<file path="src/rtl/wb_arb_pkg.sv">
// Shared defaults and requester identities for the writeback arbiter.
package wb_arb_pkg;

  localparam int unsigned NREQ_DEF    = 3;
  localparam int unsigned ADDR_W_DEF  = 5;
  localparam int unsigned SDATA_W_DEF = 16;
  localparam int unsigned VDATA_W_DEF = 128;
  localparam int unsigned CNT_W       = 16;

  localparam logic [CNT_W-1:0] CONFLICT_MAX = 16'hFFFF;

  typedef enum logic [1:0] {
    REQ_ALU = 2'd0,
    REQ_MEM = 2'd1,
    REQ_VEC = 2'd2
  } req_idx_e;

endpackage

</file>
<file path="src/rtl/rr_pick.sv">
// Combinational round-robin picker: first valid requester at or above ptr, wrapping.
module rr_pick
  import wb_arb_pkg::*;
#(
  parameter int unsigned NREQ  = NREQ_DEF,
  parameter int unsigned IDX_W = 2
) (
  input  logic [NREQ-1:0]  valid,
  input  logic [IDX_W-1:0] ptr,
  output logic [NREQ-1:0]  grant_c,
  output logic [IDX_W-1:0] idx_c,
  output logic             any_c
);

  int unsigned cand;

  always_comb begin
    grant_c = '0;
    idx_c   = '0;
    any_c   = 1'b0;
    cand    = 0;
    for (int unsigned i = 0; i < NREQ; i++) begin
      cand = (32'(ptr) + i) % NREQ;
      if (!any_c && valid[cand]) begin
        any_c         = 1'b1;
        grant_c[cand] = 1'b1;
        idx_c         = IDX_W'(cand);
      end
    end
  end

endmodule

</file>
<file path="src/rtl/wb_arbiter.sv">
// Round-robin writeback arbiter feeding scalar and vector register files
// through a single registered write port.
module wb_arbiter
  import wb_arb_pkg::*;
#(
  parameter int unsigned NREQ    = NREQ_DEF,
  parameter int unsigned ADDR_W  = ADDR_W_DEF,
  parameter int unsigned SDATA_W = SDATA_W_DEF,
  parameter int unsigned VDATA_W = VDATA_W_DEF
) (
  input  logic                    clk,
  input  logic                    reset,
  input  logic [NREQ-1:0]         req_valid,
  output logic [NREQ-1:0]         req_ready,
  input  logic [NREQ-1:0]         req_is_vec,
  input  logic [NREQ*ADDR_W-1:0]  req_addr,
  input  logic [NREQ*VDATA_W-1:0] req_data,
  input  logic                    stall,
  input  logic                    flush,
  output logic                    wre_scalar,
  output logic                    wre_vector,
  output logic [ADDR_W-1:0]       a3,
  output logic [SDATA_W-1:0]      wd3_scalar,
  output logic [VDATA_W-1:0]      wd3_vector,
  output logic [CNT_W-1:0]        conflict_cnt
);

  localparam int unsigned IDX_W = (NREQ > 1) ? $clog2(NREQ) : 1;

  logic [NREQ-1:0]    pick_valid;
  logic [NREQ-1:0]    pick_grant;
  logic [IDX_W-1:0]   pick_idx;
  logic               pick_any;
  logic [VDATA_W-1:0] sel_data;

  logic [IDX_W-1:0]   rr_ptr_q,       rr_ptr_d;
  logic               wre_scalar_q,   wre_scalar_d;
  logic               wre_vector_q,   wre_vector_d;
  logic [ADDR_W-1:0]  a3_q,           a3_d;
  logic [SDATA_W-1:0] wd3_scalar_q,   wd3_scalar_d;
  logic [VDATA_W-1:0] wd3_vector_q,   wd3_vector_d;
  logic [CNT_W-1:0]   conflict_cnt_q, conflict_cnt_d;

  // Reset, stall and flush all hide every request from the picker.
  assign pick_valid = (reset || stall || flush) ? '0 : req_valid;

  rr_pick #(
    .NREQ  (NREQ),
    .IDX_W (IDX_W)
  ) u_rr_pick (
    .valid   (pick_valid),
    .ptr     (rr_ptr_q),
    .grant_c (pick_grant),
    .idx_c   (pick_idx),
    .any_c   (pick_any)
  );

  assign req_ready = pick_grant;
  assign sel_data  = req_data[32'(pick_idx)*VDATA_W +: VDATA_W];

  always_comb begin
    rr_ptr_d       = rr_ptr_q;
    wre_scalar_d   = 1'b0;
    wre_vector_d   = 1'b0;
    a3_d           = a3_q;
    wd3_scalar_d   = wd3_scalar_q;
    wd3_vector_d   = wd3_vector_q;
    conflict_cnt_d = conflict_cnt_q;

    if (flush) begin
      rr_ptr_d = '0;
    end else if (pick_any) begin
      rr_ptr_d = (32'(pick_idx) == NREQ - 1) ? '0 : pick_idx + IDX_W'(1);
    end

    // Address and data hold their last value whenever nothing transfers.
    if (pick_any) begin
      wre_scalar_d = ~req_is_vec[pick_idx];
      wre_vector_d = req_is_vec[pick_idx];
      a3_d         = req_addr[32'(pick_idx)*ADDR_W +: ADDR_W];
      wd3_scalar_d = sel_data[SDATA_W-1:0];
      wd3_vector_d = sel_data;
    end

    if (($countones(req_valid) > 1) && !stall && !flush &&
        (conflict_cnt_q != CONFLICT_MAX)) begin
      conflict_cnt_d = conflict_cnt_q + CNT_W'(1);
    end
  end

  always_ff @(posedge clk or posedge reset) begin
    if (reset) begin
      rr_ptr_q       <= '0;
      wre_scalar_q   <= 1'b0;
      wre_vector_q   <= 1'b0;
      a3_q           <= '0;
      wd3_scalar_q   <= '0;
      wd3_vector_q   <= '0;
      conflict_cnt_q <= '0;
    end else begin
      rr_ptr_q       <= rr_ptr_d;
      wre_scalar_q   <= wre_scalar_d;
      wre_vector_q   <= wre_vector_d;
      a3_q           <= a3_d;
      wd3_scalar_q   <= wd3_scalar_d;
      wd3_vector_q   <= wd3_vector_d;
      conflict_cnt_q <= conflict_cnt_d;
    end
  end

  assign wre_scalar   = wre_scalar_q;
  assign wre_vector   = wre_vector_q;
  assign a3           = a3_q;
  assign wd3_scalar   = wd3_scalar_q;
  assign wd3_vector   = wd3_vector_q;
  assign conflict_cnt = conflict_cnt_q;

endmodule

</file>
<file path="config.mk">
export PLATFORM = sky130hd
export DESIGN_NAME = wb_arbiter
export DESIGN_NICKNAME = d
export VERILOG_FILES = /design/src/rtl/wb_arb_pkg.sv /design/src/rtl/rr_pick.sv /design/src/rtl/wb_arbiter.sv
export SDC_FILE = /design/constraint.sdc
export NUM_CORES = 1
export LEC_CHECK = 0
export ABC_AREA = 1
export BUFFER_PORTS_ARGS = -buffer_cell sky130_fd_sc_hd__buf_4
export CORE_AREA = 2 2 222 224
export DETAILED_ROUTE_END_ITERATION = 12
export DIE_AREA = 0 0 224 226
export PLACE_DENSITY_LB_ADDON = 0.3
export SYNTH_ARGS = -nofsm -noshare
export SYNTH_HDL_FRONTEND = slang
export SYNTH_SLANG_ARGS = --single-unit
export TNS_END_PERCENT = 100
</file>
<file path="constraint.sdc">
create_clock -name clk -period 14.2 [get_ports clk]
set_clock_uncertainty 0.2 [all_clocks]
set_input_delay 4.26 -clock clk [delete_from_list [all_inputs] [get_ports clk]]
set_output_delay 4.26 -clock clk [all_outputs]
set_load 0.02 [all_outputs]
</file>
==> flow_summary.yaml, run 1 <==
run_status:
  status: "finished, final reports clean"
layout:
  final_common_cell: "buf_4"
  final_layout_size_suffix_gt1_frac: 0.320
  syn2layout_area_growth_pct: 52.0
  instances_no_fill: 2616
  nets: 2396
  fin_util: 0.313
  final_cell_area_um2: 15100
  mostFrequentLayoutCells: "buf_4 (594), nand3_1 (286), inv_1 (286)"
  num_antenna_cells: 0
pwr:
  power_frac_clock: 0.114
  combPwrFrac: 0.685
  p_sw_frac: 0.541
  internal_power_w: 0.00187
  leakage_nw: 8.31
  vdd_ir_drop_max_uv: 192
  power_w: 0.00407
  power_frac_seq: 0.201
  switching_power_w: 0.00220
  pwr_density_cell_nw_per_um2: 269
sta:
  slew_viol_final: 0
  fin_crit_sh: 0.730
  period_needed_ps: 10370
  tightestPinTransition_ps: 1020
  setup_viol: 0
  max_freq_mhz: 96.4
  finalHoldViolCount: 0
  slew-limit-headroom: 0.320
  setup_tns_ps: 0
  rsz0062_at_grt: "false"
setup_path:
  rr_worst_depth: 13
  cp-end-kind: "primary output"
  required_ps: 9740
  reg2reg_from: "rr_ptr_q[1]"
  arrival_ps: 5910
  path_max_fanout: 44
  r2r_slack_ps: 9740
  crit_path_start: "reset"
  cp-endpoint: "req_ready[2]"
  timing.rr.end: "wd3_vector[74]"
  crit_type: "input pin to primary output"
  start_kind: "input pin"
placed_design:
  gp_congestion: 0.855
  dp_hpwl_um: 32200
  dpl_cell_area_um2: 14600
  dp.cells: 2584
  port_buffers: 578
routing:
  vias_per_cell: 4.54
  wire_per_inst_um: 17.3
  first_iter_violations: 725
  routed-via-count: 11900
  wirelength_um: 45300
  first_pass_iters: 5
  drc_errors: 0
  drt.antenna.violating_nets: 0
cts:
  cts_setup_buffers: 0
  clock-sinks: 153
  cts_made_buffers: 17
  insertion_delay_ps: 470
  clockBufferDepth: 2
  ctsHoldBuffers: 0
  cts_root_buf: "clkbuf_16"
  cts_tree: "built"
  htreeDepth: 4
  cts_resized: 0
  clk_pin_slew_ps: 80
logic_synthesis:
  synthTopCellsByArea: "dfrtp_1 (38%), nand3_1 (14%), a21oi_1 (13%)"
  ys_types: 30
  synth-seq-cells: 153
  synth_top_area_frac: 0.384
  yosysTopAreaCell: "dfrtp_1"
  synth_cells: 1485
  mappedNetlistArea_um2: 9960
  syn_area_per_cell_um2: 6.71
  yosys_warnings: 0
  synth_seq_area_share: 0.384
  synthesis.nets: 1900
global_routing:
  gr-total-overflow: 0
  grt_pass1_wl_um: 68000
  grt_max_degree: 77
  grt_use_total: 0.175
  grt_pass1_vias: 11700
  antenna_found_initial: 1
floorplanning:
  ios: 579
  die_w_um: 224
  coreArea_um2: 48300
  fp.dieH_um: 226
  initial_utilization: 0.206
  die_area_um2: 50600
  rows: 81
hold_path:
  min_path_type: "flip-flop to flip-flop"
flow_run:
  cap_viol_max_count: 0
## cells by family after synthesis
kind of cell	after synthesis	share of synthesized area
simple gates	627	0.280
flops	153	0.384
buf+inv	407	0.174
fa+ha+maj	6	0.00754
compound gates	279	0.143
xor+xnor	13	0.0114
## cell type report
class / instances / area [um2]
multi-input combinational: 925 / 4410
clock inverter: 15 / 141
sequential: 153 / 3830
clock buffer: 17 / 425
fill: 5296 / 33200
timing repair buffer: 594 / 4460
inverter: 290 / 1100
tap: 622 / 778
## state kept, by name, summed over array words and instances, names as in the netlist
signal	cells
a3	5
wd3_scalar	15
wre_vector	1
rr_ptr_q	2
wre_scalar	1
wd3_vector	113
conflict_cnt	16
## power by group through the flow
stage / logic (W) / registers [W] / clock network (W)
floorplan: 0.00164 / 0.00104 / 0
global placement: 0.00280 / 0.000816 / 0
detailed placement: 0.00283 / 0.000821 / 0
CTS: 0.00283 / 0.000820 / 0.000487
global route: 0.00308 / 0.000846 / 0.000502
finish: 0.00279 / 0.000818 / 0.000466
## cell usage after synthesis
library cell    n
a21oi_1       268
a31oi_4         1
buf_1           1
buf_2          24
buf_4          24
buf_6          11
clkbuf_1       57
clkinv_2        1
dfrtp_1       153
ha_1            6
inv_1         286
inv_2           3
nand2_1       173
nand2_2         1
nand2_4         2
nand3_1       286
nand3_2         1
nand3b_1        1
nand4_1         9
nor2_1        145
nor2_4          1
nor3_1          6
nor3_2          1
nor4_1          1
o21ai_0         6
o21ai_2         2
o221ai_1        1
o22ai_1         1
xnor2_1         4
xor2_1          9
## worst max-delay path, cell delays in order
cell and delay (ps):
buf_4 120, inv_6 280, nand3_2 220, inv_1 130, nand3_1 80, nand2_1 210
nand4_1 110, buf_4 180, nand3b_1 120, buf_4 160
## worst min-delay path by stage
stage	startpoint	cells after the start	end
finish	conflict_cnt[14]	1	conflict_cnt[14]
global route	wd3_vector[69]	2	wd3_vector[69]
CTS	conflict_cnt[14]	1	conflict_cnt[14]
detailed placement	conflict_cnt[14]	1	conflict_cnt[14]
global placement	conflict_cnt[14]	1	conflict_cnt[14]
floorplan	rr_ptr_q[1]	2	rr_ptr_q[1]
## metal layers
metal  vias up  track usage  share of wire
li1       5675            -              -
met1      5593        0.216           0.41
met2       558        0.292           0.48
met3        60       0.0501          0.084
met4         2       0.0587          0.020
met5         -            0        0.00029
## through the flow
step	setup WS (ps)	hold slack (ps)
2_1_floorplan	2190	379
5_1_grt	3610	352
4_1_cts	3840	329
3_3_place_gp	3920	306
6_report	3830	328
3_5_place_dp	3840	317
Power figures use the tool's default switching activity.
==> run 2, diff against run 1 <==
Settings changed: ABC_AREA 1 to 0, CORE_AREA 2 2 222 224 to 2 2 228 230, DIE_AREA 0 0 224 226 to 0 0 230 232.
Clock period 14.2 ns to 9.8 ns, I/O delays scaled along.
==> flow_summary.yaml, run 2 <==
logic_synthesis:
  synth_top_area_frac: 0.409
  synth_seq_area_share: 0.409
  synth_edf_count: 0
  synth-seq-cells: 153
  yosys_warnings: 0
  yosysTopAreaCell: "dfrtp_1"
  synthTopCellsByArea: "dfrtp_1 (41%), mux2i_1 (15%), a221oi_2 (9.6%)"
  mappedNetlistArea_um2: 9360
  synth_common_cells: "dfrtp_1 (153), inv_1 (143), mux2i_1 (137), nor3_1 (137), a221oi_1 (73)"
  async_reset_ff_frac: 1.00
  ys.flop_type: "dfrtp_1"
  ys_types: 49
  syn_area_per_cell_um2: 10.3
  yosysMostFrequentCell: "dfrtp_1"
  synthesis.nets: 1322
  synth_cells: 907
setup_path:
  crit_type: "input pin to primary output"
  cp-end-kind: "primary output"
  required_ps: 6660
  path_max_fanout: 75
  arrival_ps: 4280
  start_kind: "input pin"
sta:
  setup_tns_ps: 0
  period_needed_ps: 7420
  tightestPinTransition_ps: 970
  setup_viol: 0
  fin_crit_sh: 0.757
  rsz0062_at_grt: "false"
  finalHoldViolCount: 0
  slew_viol_final: 0
  slew-limit-headroom: 0.353
  max_freq_mhz: 135
routing:
  routed-via-count: 9075
  drc_errors: 0
  wire_per_inst_um: 16.7
  drt.antenna.violating_nets: 0
  vias_per_cell: 4.29
  wirelength_um: 35300
  first_iter_violations: 308
  first_pass_iters: 5
cts:
  cts_setup_buffers: 0
  cts_made_buffers: 17
  ctsHoldBuffers: 0
  cts_root_buf: "clkbuf_16"
  cts_resized: 0
  insertion_delay_ps: 460
  cts_tree: "built"
  clk_pin_slew_ps: 60
  htreeDepth: 4
  clockBufferDepth: 2
  clock-sinks: 153
pwr:
  leakage_nw: 6.60
  pwr_density_cell_nw_per_um2: 173
  vdd_ir_drop_max_uv: 100
  power_w: 0.00254
layout:
  final_cell_area_um2: 14600
  num_antenna_cells: 0
  final_common_cell: "buf_4"
  regArea_um2: 3830
  multi_input_area_um2: 4400
  fillers: 5450
  nets: 1837
  mostFrequentLayoutCells: "buf_4 (590), dfrtp_1 (153), inv_1 (142)"
  final_layout_size_suffix_gt1_frac: 0.482
  largest_reg_flops: 113
  syn2layout_area_growth_pct: 56.3
hold_path:
  min_path_type: "flip-flop to flip-flop"
global_routing:
  grt_use_met2: 0.223
  globalRouteMet1Util: 0.151
  grt_use_total: 0.130
  antenna_found_initial: 1
  grt_max_degree: 76
  top_usage_layer: "met2"
  use_met3: 0.0405
  grt_pass1_vias: 9235
  grt_pass1_wl_um: 53600
  gr-total-overflow: 0
flow_run:
  cap_viol_max_count: 0
floorplanning:
  fp.dieH_um: 232
  die_w_um: 230
  coreArea_um2: 50900
  rows: 83
  initial_utilization: 0.184
  ios: 579
  die_area_um2: 53400
placed_design:
  port_buffers: 578
  dp_hpwl_um: 26500
  gp_congestion: 0.790
  dpl_cell_area_um2: 14100
run_status:
  status: "finished, final reports clean"
-- run 2: per-layer routing --
metal  vias up  part of all wire
met1      4355              0.40
met4         2             0.022
met5         -           0.00045
met3        41             0.073
li1       4318                 -
met2       359              0.51
-- run 2: final cells by class --
cell class	instances	share of cell area
Clock buffer	23	0.0320
Clock inverter	7	0.00650
Inverter	143	0.0370
Multi-Input combinational cell	516	0.300
Sequential cell	153	0.262
Tap cell	680	0.0582
Timing Repair Buffer	591	0.304
-- run 2: cell families (layout without fill, tap and decap cells) --
logic type	after synthesis	count (layout)	synth area share
mux	139	139	0.149
xor+xnor	12	12	0.0112
simple gates	193	193	0.105
compound gates	166	166	0.192
buf+inv	238	764	0.125
fa+ha+maj	6	6	0.00802
flops	153	153	0.409
-- run 2: metrics by stage --
step           setup WS, ps  hold slack, ps  std cells   util
6_report               2380             314       2113  0.287
5_1_grt                2290             341       2113  0.287
4_1_cts                2330             322       2113  0.287
3_5_place_dp           2330             309       2083  0.276
3_3_place_gp           2360             307       2083  0.276
2_1_floorplan          2540             340        907      -
-- run 2: path summary, 6_finish.rpt --
check	start	cells past startpoint	to	slack [ps]
setup / recovery	reset	4	req_ready[1]	2380
hold / removal	conflict_cnt[11]	1	conflict_cnt[11]	310
setup reg to reg	rr_ptr_q[0]	8	wd3_vector[25]	6250
hold reg to reg	conflict_cnt[11]	1	conflict_cnt[11]	310
max in group asynchronous	reset	3	wd3_vector[16]	5910
min in group asynchronous	reset	2	conflict_cnt[0]	2280
-- run 2: where the power goes --
part           internal (W)  leakage, nW  switching [W]
clock network      0.000385        0.261       0.000284
registers          0.000781         1.70      0.0000987
logic              0.000476         4.64       0.000512
total               0.00164         6.60       0.000895
-- run 2: worst max-delay path, stage by stage --
cell and delay, ps:
buf_4 130, or3_4 690, a21oi_1 310, buf_4 190
==> run 3, diff against run 2 <==
Settings changed: ABC_AREA 0 to 1, CORE_AREA 2 2 228 230 to 2 2 222 224, DIE_AREA 0 0 230 232 to 0 0 224 226.
Clock period 9.8 ns to 7.5 ns, I/O delays scaled along.
==> flow_summary.yaml, run 3 (synthesis gave the netlist of run 1 again) <==
run_status:
  status: "finished, final reports clean"
cts:
  cts_tree: "built"
  insertion_delay_ps: 470
  cts_resized: 0
  clockBufferDepth: 2
  htreeDepth: 4
  cts_setup_buffers: 0
  cts_root_buf: "clkbuf_16"
  cts_made_buffers: 17
  ctsHoldBuffers: 0
  clk_pin_slew_ps: 70
  clock-sinks: 153
routing:
  wire_per_inst_um: 16.6
  first_iter_violations: 606
  first_pass_iters: 6
  drt.antenna.violating_nets: 0
  drc_errors: 0
  vias_per_cell: 4.50
  wirelength_um: 43400
  routed-via-count: 11800
pwr:
  vdd_ir_drop_max_uv: 439
  leakage_nw: 8.35
  pwr_density_cell_nw_per_um2: 511
  power_w: 0.00779
layout:
  syn2layout_area_growth_pct: 52.9
  final_layout_size_suffix_gt1_frac: 0.317
  fillers: 5216
  num_antenna_cells: 0
  nets: 2394
  multi_input_area_um2: 4410
  regArea_um2: 3830
  largest_reg_flops: 113
  mostFrequentLayoutCells: "buf_4 (590), nand3_1 (286), inv_1 (286)"
  fin_util: 0.315
  final_common_cell: "buf_4"
sta:
  slew-limit-headroom: 0.400
  setup_tns_ps: 0
  finalHoldViolCount: 0
  period_needed_ps: 6280
  fin_crit_sh: 0.837
  max_freq_mhz: 159
  rsz0062_at_grt: "false"
  tightestPinTransition_ps: 900
  setup_viol: 0
  hold_slack_ps: 326
  slew_viol_final: 0
hold_path:
  holdPathStages: 2
  worstHoldEndpoint: "wd3_vector[17]"
  hp-start: "wd3_vector[17]"
  min_path_type: "flip-flop to flip-flop"
global_routing:
  grt_pass1_wl_um: 64800
  gr-total-overflow: 0
  grt_use_total: 0.166
  grt_max_degree: 74
  grt_pass1_vias: 11400
  antenna_found_initial: 1
setup_path:
  path_max_fanout: 42
  crit_type: "input pin to primary output"
  start_kind: "input pin"
  required_ps: 5050
  arrival_ps: 3830
  r2r_slack_ps: 3540
  rr_worst_depth: 13
  timing.rr.end: "wd3_vector[55]"
  reg2reg_from: "rr_ptr_q[0]"
  cp-end-kind: "primary output"
flow_run:
  cap_viol_max_count: 0
floorplanning:
  ios: 579
  die_area_um2: 50600
  initial_utilization: 0.206
  rows: 81
  die_w_um: 224
  coreArea_um2: 48300
  fp.dieH_um: 226
placed_design:
  gp_congestion: 0.868
  dp_hpwl_um: 31200
  port_buffers: 578
==> run 3: layout make-up <==
class,count,area share
well taps,622,0.0511
clock inverters,7,0.0107
multi-input cells,925,0.289
clock buffers,25,0.0319
inverters,290,0.0721
flip-flops and latches,153,0.251
repair buffers,592,0.293
==> run 3: worst max-delay path by stage <==
stage,from,endpoint,slack [ps],depth (start not counted)
finish,reset,req_ready[1],1220,10
global route,reset,req_ready[1],1090,10
CTS,reset,req_ready[1],1230,11
detailed placement,reset,req_ready[1],1230,11
global placement,reset,req_ready[1],1250,11
floorplan,reset,req_ready[2],320,8
==> run 3: power by group <==
group | switching (W) | internal, W
Clock | 0.000371 | 0.000616
Sequential | 0.000270 | 0.00128
Combinational | 0.00343 | 0.00182
Total | 0.00407 | 0.00371
==> run 3: layer usage <==
metal	wire (um)	vias to the layer above	global-route usage
li1	-	5676	-
met2	21300	517	0.284
met3	3710	63	0.0531
met4	1330	2	0.0701
met1	17100	5499	0.191
met5	14	-	0
==> run 3: worst max-delay path: stages <==
cell and delay [ps]:
buf_4 120, inv_6 280, nand3_2 210, o21ai_2 210, nand2_2 150, nand2_1 130, nand2_1 60, nand2_1 110
o21ai_0 120, buf_4 170
==> run 3: per-stage QoR <==
stage               worst slack (ps)  instances  cell area [um2]
detailed placement              1230       2582            14600
global placement                1250       2582            14600
floorplan                        322       1485             9960
finish                          1220       2614            15200
CTS                             1230       2614            15200
global route                    1090       2614            15200
